## config.mk

```make
export PLATFORM = sky130hd
export DESIGN_NAME = segasys1_romdl
export DESIGN_NICKNAME = d
export VERILOG_FILES = /design/src/rtl/segasys1_pkg.sv /design/src/rtl/segasys1_romdl_fifo.sv /design/src/rtl/segasys1_romdl.sv
export SDC_FILE = /design/constraint.sdc
export NUM_CORES = 1
export LEC_CHECK = 0
export BUFFER_PORTS_ARGS = -buffer_cell sky130_fd_sc_hd__buf_2
export CAP_MARGIN = 20
export CORE_AREA = 2 2 121 123
export DETAILED_ROUTE_END_ITERATION = 6
export DIE_AREA = 0 0 123 125
export PLACE_DENSITY = 0.72
export SYNTH_ARGS = -nofsm -noshare
export SYNTH_HDL_FRONTEND = slang
export SYNTH_SLANG_ARGS = --single-unit
```

## constraint.sdc

```tcl
create_clock -name clk -period 2.1 [get_ports clk]
set_clock_uncertainty 0.2 [all_clocks]
set_input_delay 0.42 -clock clk [delete_from_list [all_inputs] [get_ports clk]]
set_output_delay 0.42 -clock clk [all_outputs]
set_load 0.05 [all_outputs]
```

## src/rtl/segasys1_pkg.sv

```systemverilog
// Shared types and constants for the System 1 ROM download path.
package segasys1_pkg;

    typedef enum logic [1:0] {
        PLAIN = 2'd0,
        TYPE1 = 2'd1,
        TYPE2 = 2'd2
    } dec_type_e;

    typedef enum logic [1:0] {
        IDLE,
        LOAD,
        DRAIN,
        DONE
    } romdl_state_e;

    localparam logic [24:0] DECTBL_BASE = 25'h2C100;
    localparam logic [7:0]  DEC2_MAXVAL = 8'd24;

    // Run-length step: clear on a miss, otherwise count up and stick at sat.
    function automatic logic [15:0] run_step(input logic [15:0] cnt,
                                             input logic        hit,
                                             input logic [15:0] sat);
        if (!hit)
            return '0;
        return (cnt >= sat) ? sat : cnt + 16'd1;
    endfunction

endpackage

```

## src/rtl/segasys1_romdl_fifo.sv

```systemverilog
// Synchronous FIFO holding {addr, data} download entries; count/full/empty exposed.
module segasys1_romdl_fifo #(
    parameter int unsigned DEPTH = 4,
    parameter int unsigned WIDTH = 33
) (
    input  logic                     clk,
    input  logic                     rst_n,
    input  logic                     push,
    input  logic [WIDTH-1:0]         wdata,
    input  logic                     pop,
    output logic [WIDTH-1:0]         rdata,
    output logic [$clog2(DEPTH):0]   count,
    output logic                     full,
    output logic                     empty
);

    localparam int unsigned AW = $clog2(DEPTH);
    localparam int unsigned CW = AW + 1;

    logic [WIDTH-1:0] mem [DEPTH];
    logic [AW-1:0]    wr_ptr;
    logic [AW-1:0]    rd_ptr;
    logic             do_push;
    logic             do_pop;

    assign do_push = push && !full;
    assign do_pop  = pop && !empty;

    always_ff @(posedge clk or negedge rst_n) begin
        if (!rst_n) begin
            wr_ptr <= '0;
            rd_ptr <= '0;
            count  <= '0;
        end else begin
            if (do_push)
                wr_ptr <= wr_ptr + AW'(1);
            if (do_pop)
                rd_ptr <= rd_ptr + AW'(1);
            case ({do_push, do_pop})
                2'b10:   count <= count + CW'(1);
                2'b01:   count <= count - CW'(1);
                default: count <= count;
            endcase
        end
    end

    always_ff @(posedge clk) begin
        if (do_push)
            mem[wr_ptr] <= wdata;
    end

    assign rdata = mem[rd_ptr];
    assign full  = (count == CW'(DEPTH));
    assign empty = (count == '0);

endmodule

```

## src/rtl/segasys1_romdl.sv

```systemverilog
// HPS ioctl download front-end: FIFO-buffered replay onto the ROM write bus
// plus decryption-table classification (enabled by SEGASYS1_ROMDL_CLASSIFY_EN).
module segasys1_romdl
    import segasys1_pkg::*;
#(
    parameter int unsigned DEPTH    = 4,
    parameter logic [24:0] TBL_BASE = DECTBL_BASE,
    parameter int unsigned RUN_LEN  = 128
) (
    input  logic        clk,
    input  logic        rst_n,
    input  logic        ioctl_download,
    input  logic        ioctl_wr,
    input  logic [24:0] ioctl_addr,
    input  logic [7:0]  ioctl_dout,
    output logic        ioctl_wait,
    output logic        ROMCL,
    output logic [24:0] ROMAD,
    output logic [7:0]  ROMDT,
    output logic        ROMEN,
    output logic [1:0]  dec_type,
    output logic        dl_done,
    output logic        ovf
);

    localparam int unsigned CW = $clog2(DEPTH) + 1;

    romdl_state_e    state_q;
    romdl_state_e    state_d;
    logic            dl_q;
    logic            dl_rise;
    logic            dl_fall;
    logic            pop_stall;
    logic [CW-1:0]   fifo_count;
    logic            fifo_full;
    logic            fifo_empty;
    logic [32:0]     fifo_head;
    logic            issue_fifo;
    logic            issue_bypass;
    logic            fifo_push;

    // Replay stall hook; tied off in normal use.
    assign pop_stall = 1'b0;

    assign ROMCL   = clk;
    assign dl_rise = ioctl_download && !dl_q;
    assign dl_fall = !ioctl_download && dl_q;

    // An empty FIFO forwards the incoming byte straight to the output register,
    // giving one-cycle write-to-ROMEN latency.
    always_comb begin
        issue_fifo   = !fifo_empty && !pop_stall;
        issue_bypass = fifo_empty && ioctl_wr && !pop_stall;
        fifo_push    = ioctl_wr && !issue_bypass;
    end

    segasys1_romdl_fifo #(
        .DEPTH (DEPTH),
        .WIDTH (33)
    ) u_fifo (
        .clk   (clk),
        .rst_n (rst_n),
        .push  (fifo_push),
        .wdata ({ioctl_addr, ioctl_dout}),
        .pop   (issue_fifo),
        .rdata (fifo_head),
        .count (fifo_count),
        .full  (fifo_full),
        .empty (fifo_empty)
    );

    always_ff @(posedge clk or negedge rst_n) begin
        if (!rst_n) begin
            ROMEN <= 1'b0;
            ROMAD <= '0;
            ROMDT <= '0;
        end else begin
            ROMEN <= issue_fifo || issue_bypass;
            if (issue_fifo) begin
                {ROMAD, ROMDT} <= fifo_head;
            end else if (issue_bypass) begin
                ROMAD <= ioctl_addr;
                ROMDT <= ioctl_dout;
            end
        end
    end

    always_ff @(posedge clk or negedge rst_n) begin
        if (!rst_n) begin
            state_q    <= IDLE;
            dl_q       <= 1'b0;
            ovf        <= 1'b0;
            ioctl_wait <= 1'b0;
        end else begin
            state_q    <= state_d;
            dl_q       <= ioctl_download;
            ioctl_wait <= (fifo_count >= CW'(DEPTH - 1));
            if (dl_rise)
                ovf <= 1'b0;
            else if (fifo_push && fifo_full)
                ovf <= 1'b1;
        end
    end

    always_comb begin
        state_d = state_q;
        case (state_q)
            IDLE:    if (dl_rise) state_d = LOAD;
            LOAD:    if (dl_fall) state_d = DRAIN;
            DRAIN:   if (fifo_empty && !ROMEN && !ioctl_wr) state_d = DONE;
            DONE:    state_d = IDLE;
            default: state_d = IDLE;
        endcase
        if (dl_rise)
            state_d = LOAD;
    end

    assign dl_done = (state_q == DONE);

`ifdef SEGASYS1_ROMDL_CLASSIFY_EN
    localparam logic [15:0] RUN_MAX = 16'(RUN_LEN);

    logic [15:0] z_run;
    logic [15:0] s_run;
    dec_type_e   dec_q;

    always_ff @(posedge clk or negedge rst_n) begin
        if (!rst_n) begin
            z_run <= '0;
            s_run <= '0;
            dec_q <= PLAIN;
        end else begin
            if (dl_rise) begin
                z_run <= '0;
                s_run <= '0;
            end else if (ROMEN) begin
                if (ROMAD < TBL_BASE) begin
                    z_run <= '0;
                    s_run <= '0;
                end else begin
                    z_run <= run_step(z_run, ROMDT == 8'd0, RUN_MAX);
                    s_run <= run_step(s_run, ROMDT < DEC2_MAXVAL, RUN_MAX);
                end
            end
            if (state_d == DONE && state_q != DONE)
                dec_q <= (z_run >= RUN_MAX) ? PLAIN :
                         (s_run >= RUN_MAX) ? TYPE2 : TYPE1;
        end
    end

    assign dec_type = dec_q;
`else
    assign dec_type = TYPE1;
`endif

endmodule
```

**Word-level counts from Yosys, hierarchy flattened**

Memory sizes are Yosys's and may differ from the RTL's.
Index checks and enable logic that the tools add are counted.

- Reduce and logical (&&, ||, !) cells: 21
- Magnitude comparators: 1
- Eq/ne operators: 10
- Add/subtract/negate cells: 4
- Multiplexer cells: 13

Operator list:

| cell | count |
|---|---|
| $mux 25 | 2 |
| $mux 8 | 2 |
| $logic_and 1x1->1 | 8 |
| $logic_not 1->1 | 7 |
| $eq 2x2->1 const B | 3 |
| $mux 2 | 3 |
| $ne 3x3->1 const B | 2 |
| $pmux 2 s3 | 1 |
| $pmux 3 s2 | 1 |
| $add 2x1->2 const B | 2 |
| $eq 2x1->1 const B | 2 |
| $mux 1 | 4 |
| $reduce_bool 2->1 | 2 |
| $add 3x1->3 const B | 1 |
| $eq 3x3->1 const B | 1 |
| $ge 3x2->1 const B | 1 |
| $logic_not 3->1 | 1 |
| $reduce_and 3->1 | 1 |
| $sub 3x1->3 const B | 1 |
| $logic_not 2->1 | 1 |
| $ne 2x1->1 const B | 1 |
| $ne 2x2->1 const B | 1 |
| $logic_or 1x1->1 | 1 |

- Memories: 1
- Word-level logic and storage cells: 60
- RAM bits: 132
- Register bits: 46

Memory list:

| memory | depth | width | rd ports | clocked after Yosys merged registers in | wr ports | line | text |
|---|---|---|---|---|---|---|---|
| u_fifo.mem | 4 | 33 | 1 | 0 | 1 | segasys1_romdl_fifo.sv:20 | `logic [WIDTH-1:0] mem [DEPTH];` |

**Logic depth before layout (Yosys ltp)**

Gate-level depths: netlist of run 1.

- Depth after elaboration: 7
- Mapped depth: 9
- Depth with buffers taken out: 5

**Modules after synthesis**

From an unflattened synthesis of run 1, not the netlist that was laid out.

- Cell total of the unflattened synthesis: 386
- Area total of the unflattened synthesis: 7068.0 um^2

By module, submodules not included:

| module | cells an instance | instances | seq. area each (um^2) | area an instance (um^2) |
|---|---|---|---|---|
| segasys1_romdl_fifo | 211 | 1 | 4139.0 | 5186.2 |
| segasys1_romdl | 175 | 1 | 975.9 | 1881.8 |

==> results of run 1 <==
-- cells in the final DEF (no fill, tap or decap), types with 3 or more instances in the layout --
| master | Yosys | layout |
|---|---|---|
| edfxtp_1 | 132 | 132 |
| buf_2 | 9 | 73 |
| dfrtp_1 | 46 | 44 |
| nand2_1 | 39 | 39 |
| dlygate4sd3_1 | 0 | 36 |
| mux2i_1 | 33 | 33 |
| mux4_2 | 33 | 33 |
| o21ai_0 | 29 | 29 |
| clkbuf_16 | 0 | 20 |
| buf_4 | 7 | 12 |
| o21ai_1 | 9 | 9 |
| buf_12 | 0 | 7 |
| inv_1 | 6 | 6 |
| ha_1 | 5 | 5 |
| bufinv_16 | 0 | 5 |
| and2_2 | 0 | 4 |
| xnor2_1 | 4 | 4 |
| clkbuf_8 | 0 | 4 |
| clkinv_2 | 0 | 3 |
-- cell families (layout without fill, tap and decap cells) --
group,Yosys count,in the layout,synth area share [%]
XOR/XNOR,4,4,0.504
adder cells (fa/ha/maj),6,6,1.19
AND/OR/NAND/NOR,51,51,3.08
AO/OA/AOI/OAI,45,45,3.45
flip-flops,178,178,73.6
multiplexers,66,66,15.4
buffers and inverters,31,170,2.68
other,2,2,0.108
-- path summary, 6_finish.rpt --
path | depth (start not counted) | end
worst max-delay path | 3 | ROMCL
worst min register to register | 1 | state_q[0]
worst max register to register | 4 | u_fifo.count[1]
min in group clk | 1 | state_q[0]
worst min-delay path | 2 | ROMAD[19]
max in group asynchronous | 3 | ROMDT[2]
-- final cells by class --
type                            instances  area (um2)  area share, %
Multi-Input combinational cell        174        1660           19.0
Clock inverter                          9         174           1.99
Inverter                                6        22.5          0.258
Clock buffer                           27         574           6.58
Sequential cell                       178        5120           58.6
Timing Repair Buffer                  128         956           10.9
Tap cell                              184         230           2.64
-- what timing repair did --
item | in CTS | in global routing
hold endpoints to repair | 154 | 0
hold buffers | 36 | 0
gates resized for setup | 2 | 0
endpoints found under the setup margin | 1 | 0
-- per-stage QoR --
stage	hold WS, ns	setup slack, ns	std cells	cell area, um2
after global placement	0.245	0.235	635	7630
after CTS	0.205	0.0340	706	8730
after detailed placement	0.240	0.141	635	7630
final	0.203	0.0390	706	8730
after floorplan	-0.0756	0.0127	383	6970
after global routing	0.238	0.0347	706	8730
-- where the power goes --
group	total (W)	internal, W	switching (W)	leakage (nW)
combinational	0.000591	0.000177	0.000414	1.12
sequential	0.00390	0.00386	0.0000476	1.73
clock	0.00388	0.00252	0.00136	0.371
-- sequential cells by signal, summed over array words and instances (netlist names) --
name	count
dl_q	1
u_fifo.mem	132
u_fifo.wr_ptr	2
ROMAD	25
ROMEN	1
u_fifo.rd_ptr	2
ovf	1
ioctl_wait	1
state_q	2
u_fifo.count	3
ROMDT	8
-- metal layers --
| metal | part of all wire [%] | GRT usage, % |
|---|---|---|
| met1 | 44 | 25.6 |
| met2 | 50 | 29.4 |
| met3 | 5.6 | 4.56 |
| met4 | 1.2 | 7.09 |
| met5 | 0 | 0 |
==> flow_summary_export.csv, run 1 <==
group,metric,value,unit
setup_path,critPathKind,"clk2out",
synth,synth_seq_area_share,73.6,%
cts,cts_tree,"built",
synth,synth_area_leaders,"edfxtp_1 (57%), dfrtp_1 (17%), mux4_2 (11%)",
die,start_util,49.0,%
grt,grt_pass1_vias,3991,
synth,synth-main-ff-cell,"edfxtp_1",
setup_path,timing.rr.start,"u_fifo.count[1]",
die,dieArea,0.0154,mm2
route,routed_wl,13200,um
grt,grt_pass1_wl,21100,um
setup_path,cp-startpoint,"clk",
die,core,0.0142,mm2
die,die_x,123,um
grt,antenna_found_initial,0,
sta,tightest_slew,0.673,ns
flow_run,drv_cap,0,
die,ioPinCount,77,
sta,drv_slew,0,
route,wl_per_cell,18.7,um
route,drc_errors,0,
power_and_ir_drop,vdd_drop_max,1.13,mV
setup_path,cp_slowest_cell,"buf_6",
setup_path,crit_family,"buffers and inverters",
placed_design,numPortBuffers,74,
synth,async_flop_share,25.8,%
synth,yosys.area.top_type,"edfxtp_1",
synth,synth.cell_area,0.00695,mm2
sta,finalHoldViolations,0,
sta,fin_tns_setup,0,ns
setup_path,r2r_setup_slack,0.12,ns
grt,grt-ovfl-total,0,
sta,rsz0062_at_grt,"no",
cts,post_cts.repair.setup_buffers,0,
synth,ys_warn_count,0,
grt,grt_max_degree,69,
route,vias_per_cell,5.32,
synth,yosysMostFrequentCell,"edfxtp_1",
route,drt_first_iter_violations,311,
power_and_ir_drop,total_power,0.00837,W
outcome,outcome,"finished, final reports clean",
power_and_ir_drop,power_leakage,3.22,nW
synth,synth_top_area_share,57.0,%
route,firstDrtPassIters,4,
placed_design,finalWeightedCongestion,0.703,
final_layout,utilization,61.5,%
setup_path,crit_buf_inv,3,
die,rows,44,
sta,setup_viol,0,
setup_path,cp_common_cell,"clkbuf_16",
die,die_h,125,um
synth,synth_seq_cells,178,
synth,synth_cell_type_count,30,
setup_path,cp_max_fo,2,
final_layout,diodes,0,
synth,synth_edf_count,132,
synth,synth_cells,383,
setup_path,arrival,1.44,ns
cts,clk_latency,0.53,ns
setup_path,cp-end-kind,"output port",
final_layout,nets,552,
setup_path,crit_chain,"clkbuf_16 -> clkbuf_16 -> buf_6",
worst_hold_path,holdCritPathClass,"in2async",
route,ant_nets,0,
synth,avgSynthCellArea,18.2,um2
placed_design,hpwl,8080,um
final_layout,fill_cells,1038,
route,vias,3756,
sta,slew_headroom,55.2,%
synth,synthTopCellsByCount,"edfxtp_1 (132), dfrtp_1 (46), nand2_1 (39)",
power_and_ir_drop,power.density,958,mW/mm2
setup_path,required,1.48,ns
setup_path,crit_path_start_kind,"clock port",
cts,cts.clk_slew.worst_paths,0.06,ns
synth,synth_fp_nets,426,
grt,track_usage,18.7,%
final_layout,drive_gt1_share,31.8,%
final_layout,syn_to_final_growth,25.6,%
setup_path,slowest_delay,0.14,ns
Power figures use the tool's default switching activity.
==> run 2, diff against run 1 <==
--- a/config.mk
+++ b/config.mk
@@ -10,7 +10,7 @@
 export CORE_AREA = 2 2 121 123
 export DETAILED_ROUTE_END_ITERATION = 6
 export DIE_AREA = 0 0 123 125
-export PLACE_DENSITY = 0.72
+export PLACE_DENSITY = 0.69
 export SYNTH_ARGS = -nofsm -noshare
 export SYNTH_HDL_FRONTEND = slang
 export SYNTH_SLANG_ARGS = --single-unit
==> constraint.sdc (replaced) <==
create_clock -name clk -period 2.25 [get_ports clk]
set_clock_uncertainty 0.2 [all_clocks]
set_input_delay 0.45 -clock clk [delete_from_list [all_inputs] [get_ports clk]]
set_output_delay 0.45 -clock clk [all_outputs]
set_load 0.05 [all_outputs]
==> run 2 against run 1 <==
Net effect:
- critical path type unchanged
- largest cell class unchanged
- critical endpoint unchanged
- routed wire length up 1.6%
- register-to-register slack better by 0.16 ns
- sequential power down 6.7%
- highest routed layer unchanged
- critical path depth unchanged
==> flow_summary_export.csv, run 2 (same netlist as run 1, synthesis figures left out) <==
group,metric,value,unit
worst_hold_path,min_path_cells,4,
die,core,0.0142,mm2
final_layout,diodes,0,
cts,cts.clk_slew.worst_paths,0.06,ns
setup_path,crit_path_start_kind,"clock port",
final_layout,fill_cells,1054,
power_and_ir_drop,vdd_drop_max,0.801,mV
power_and_ir_drop,clkPwrFrac,42.6,%
die,die_x,123,um
power_and_ir_drop,power_leakage,3.14,nW
final_layout,top_regs,"u_fifo.mem (132), ROMAD (25), ROMDT (8)",
cts,postCtsHoldBufs,35,
sta,fin_tns_setup,0,ns
die,start_util,49.0,%
placed_design,dp.cells,633,
power_and_ir_drop,p_seq_share,49.9,%
grt,busiest_layer,"met2",
route,vias_per_cell,5.27,
cts,cts_tree,"built",
power_and_ir_drop,power.density,850,mW/mm2
placed_design,numPortBuffers,74,
route,drc_errors,0,
final_layout,drive_gt1_share,30.4,%
setup_path,cp-startpoint,"clk",
setup_path,timing.rr.start,"u_fifo.count[0]",
route,wl_per_cell,19.0,um
setup_path,cp-end-kind,"output port",
setup_path,cp_slowest_cell,"buf_2",
setup_path,arrival,1.57,ns
grt,grt_util_met2,31.0,%
sta,rsz0062_at_grt,"no",
final_layout,nets,549,
power_and_ir_drop,p_int,0.00560,W
sta,setup_viol,0,
setup_path,cp_max_fo,2,
die,dieArea,0.0154,mm2
setup_path,cp_common_cell,"clkbuf_16",
die,die_h,125,um
placed_design,hpwl,8110,um
route,ant_nets,0,
route,firstDrtPassIters,4,
worst_hold_path,min_from,"ioctl_wr",
sta,slew_headroom,53.0,%
route,drt_first_iter_violations,259,
setup_path,slowest_delay,0.20,ns
cts,clk_latency,0.53,ns
sta,tightest_slew,0.705,ns
route,vias,3703,
power_and_ir_drop,comb_power_share,7.5,%
grt,antenna_found_initial,0,
die,rows,44,
placed_design,finalWeightedCongestion,0.691,
outcome,outcome,"finished, final reports clean",
die,ioPinCount,77,
final_layout,final_cell_mix,"edfxtp_1 (132), buf_2 (74), dfrtp_1 (44), nand2_1 (39), dlygate4sd3_1 (35)",
grt,track_usage,19.1,%
final_layout,largest_reg_flops,132,
grt,use_met3,4.43,%
route,routed_wl,13400,um
grt,grt_pass1_vias,4004,
flow_run,drv_cap,0,
sta,worst_slack,0.0311,ns
setup_path,critPathKind,"clk2out",
cts,cts_resized,0,
sta,finalHoldViolations,0,
sta,drv_slew,0,
power_and_ir_drop,switching_share,23.2,%
placed_design,pre_cts_ws,0.287,ns
power_and_ir_drop,switching_power,0.00169,W
cts,post_cts.repair.setup_buffers,0,
final_layout,fin_cells,703,
final_layout,seq_area,0.00512,mm2
final_layout,largest_register,"u_fifo.mem",
setup_path,required,1.60,ns
grt,grt_max_degree,69,
final_layout,syn_to_final_growth,23.4,%
grt,grt_pass1_wl,21500,um
final_layout,multi_input_area,0.00166,mm2
final_layout,final_common_cell,"edfxtp_1",
setup_path,rr_worst_depth,4,
setup_path,crit_chain,"clkbuf_16 -> clkbuf_16 -> buf_2",
grt,grt-ovfl-total,0,
worst_hold_path,holdCritPathClass,"in2reg",
grt,grt_use_met1,25.8,%
-- run 2: changes by cell type in the layout (fill, tap and decap cells not counted), sizes merged --
cell,delta
clkbuf,-5
buf,-2
clkinv,+8
inv,-1
bufinv,-3
dlygate4sd3,-1
clkinvlp,+1
-- run 2: per-stage QoR --
stage / utilization, % / power (W) / hold WS, ns / area (um2)
global route: 60.4 / 0.00753 / 0.200 / 8580
global placement: 53.5 / 0.00428 / 0.251 / 7600
CTS: 60.4 / 0.00736 / 0.136 / 8580
floorplan: - / 0.00413 / -0.0456 / 6960
detailed placement: 53.5 / 0.00430 / 0.272 / 7600
finish: 60.4 / 0.00729 / 0.165 / 8580
-- run 2: metal layers --
layer / share of wire (%) / wire length, um
met5: 0 / 0
met3: 4.4 / 587
met4: 1.1 / 147
met2: 51 / 6770
met1: 44 / 5880
-- run 2: path summary, 6_finish.rpt --
kind	endpoint	slack [ns]
min in group asynchronous	ROMAD[20]	0.24
worst min register to register	state_q[0]	0.29
worst min-delay path	u_fifo.count[2]	0.16
worst max register to register	u_fifo.rd_ptr[1]	0.28
max in group asynchronous	u_fifo.rd_ptr[1]	1.27
worst max-delay path	ROMCL	0.03
-- run 2: power groups by stage --
stage | clock network (W) | registers [W] | logic (W)
4_1_cts | 0.00317 | 0.00364 | 0.000551
3_3_place_gp | 0.0000848 | 0.00371 | 0.000491
3_5_place_dp | 0.0000848 | 0.00371 | 0.000505
6_report | 0.00311 | 0.00364 | 0.000546
2_1_floorplan | 0.0000958 | 0.00392 | 0.000112
5_1_grt | 0.00330 | 0.00365 | 0.000582
-- run 2: worst max-delay path: cells and delay by family --
| family | cells | cell delay, ns |
|---|---|---|
| buf+inv | 3 | 0.45 |
-- run 2: area by class of cell --
cell class	instances	share of cell area (%)
Timing Repair Buffer	125	10.7
Tap cell	184	2.68
Clock inverter	14	1.41
Multi-Input combinational cell	174	19.3
Clock buffer	22	5.94
Sequential cell	178	59.7
Inverter	6	0.263
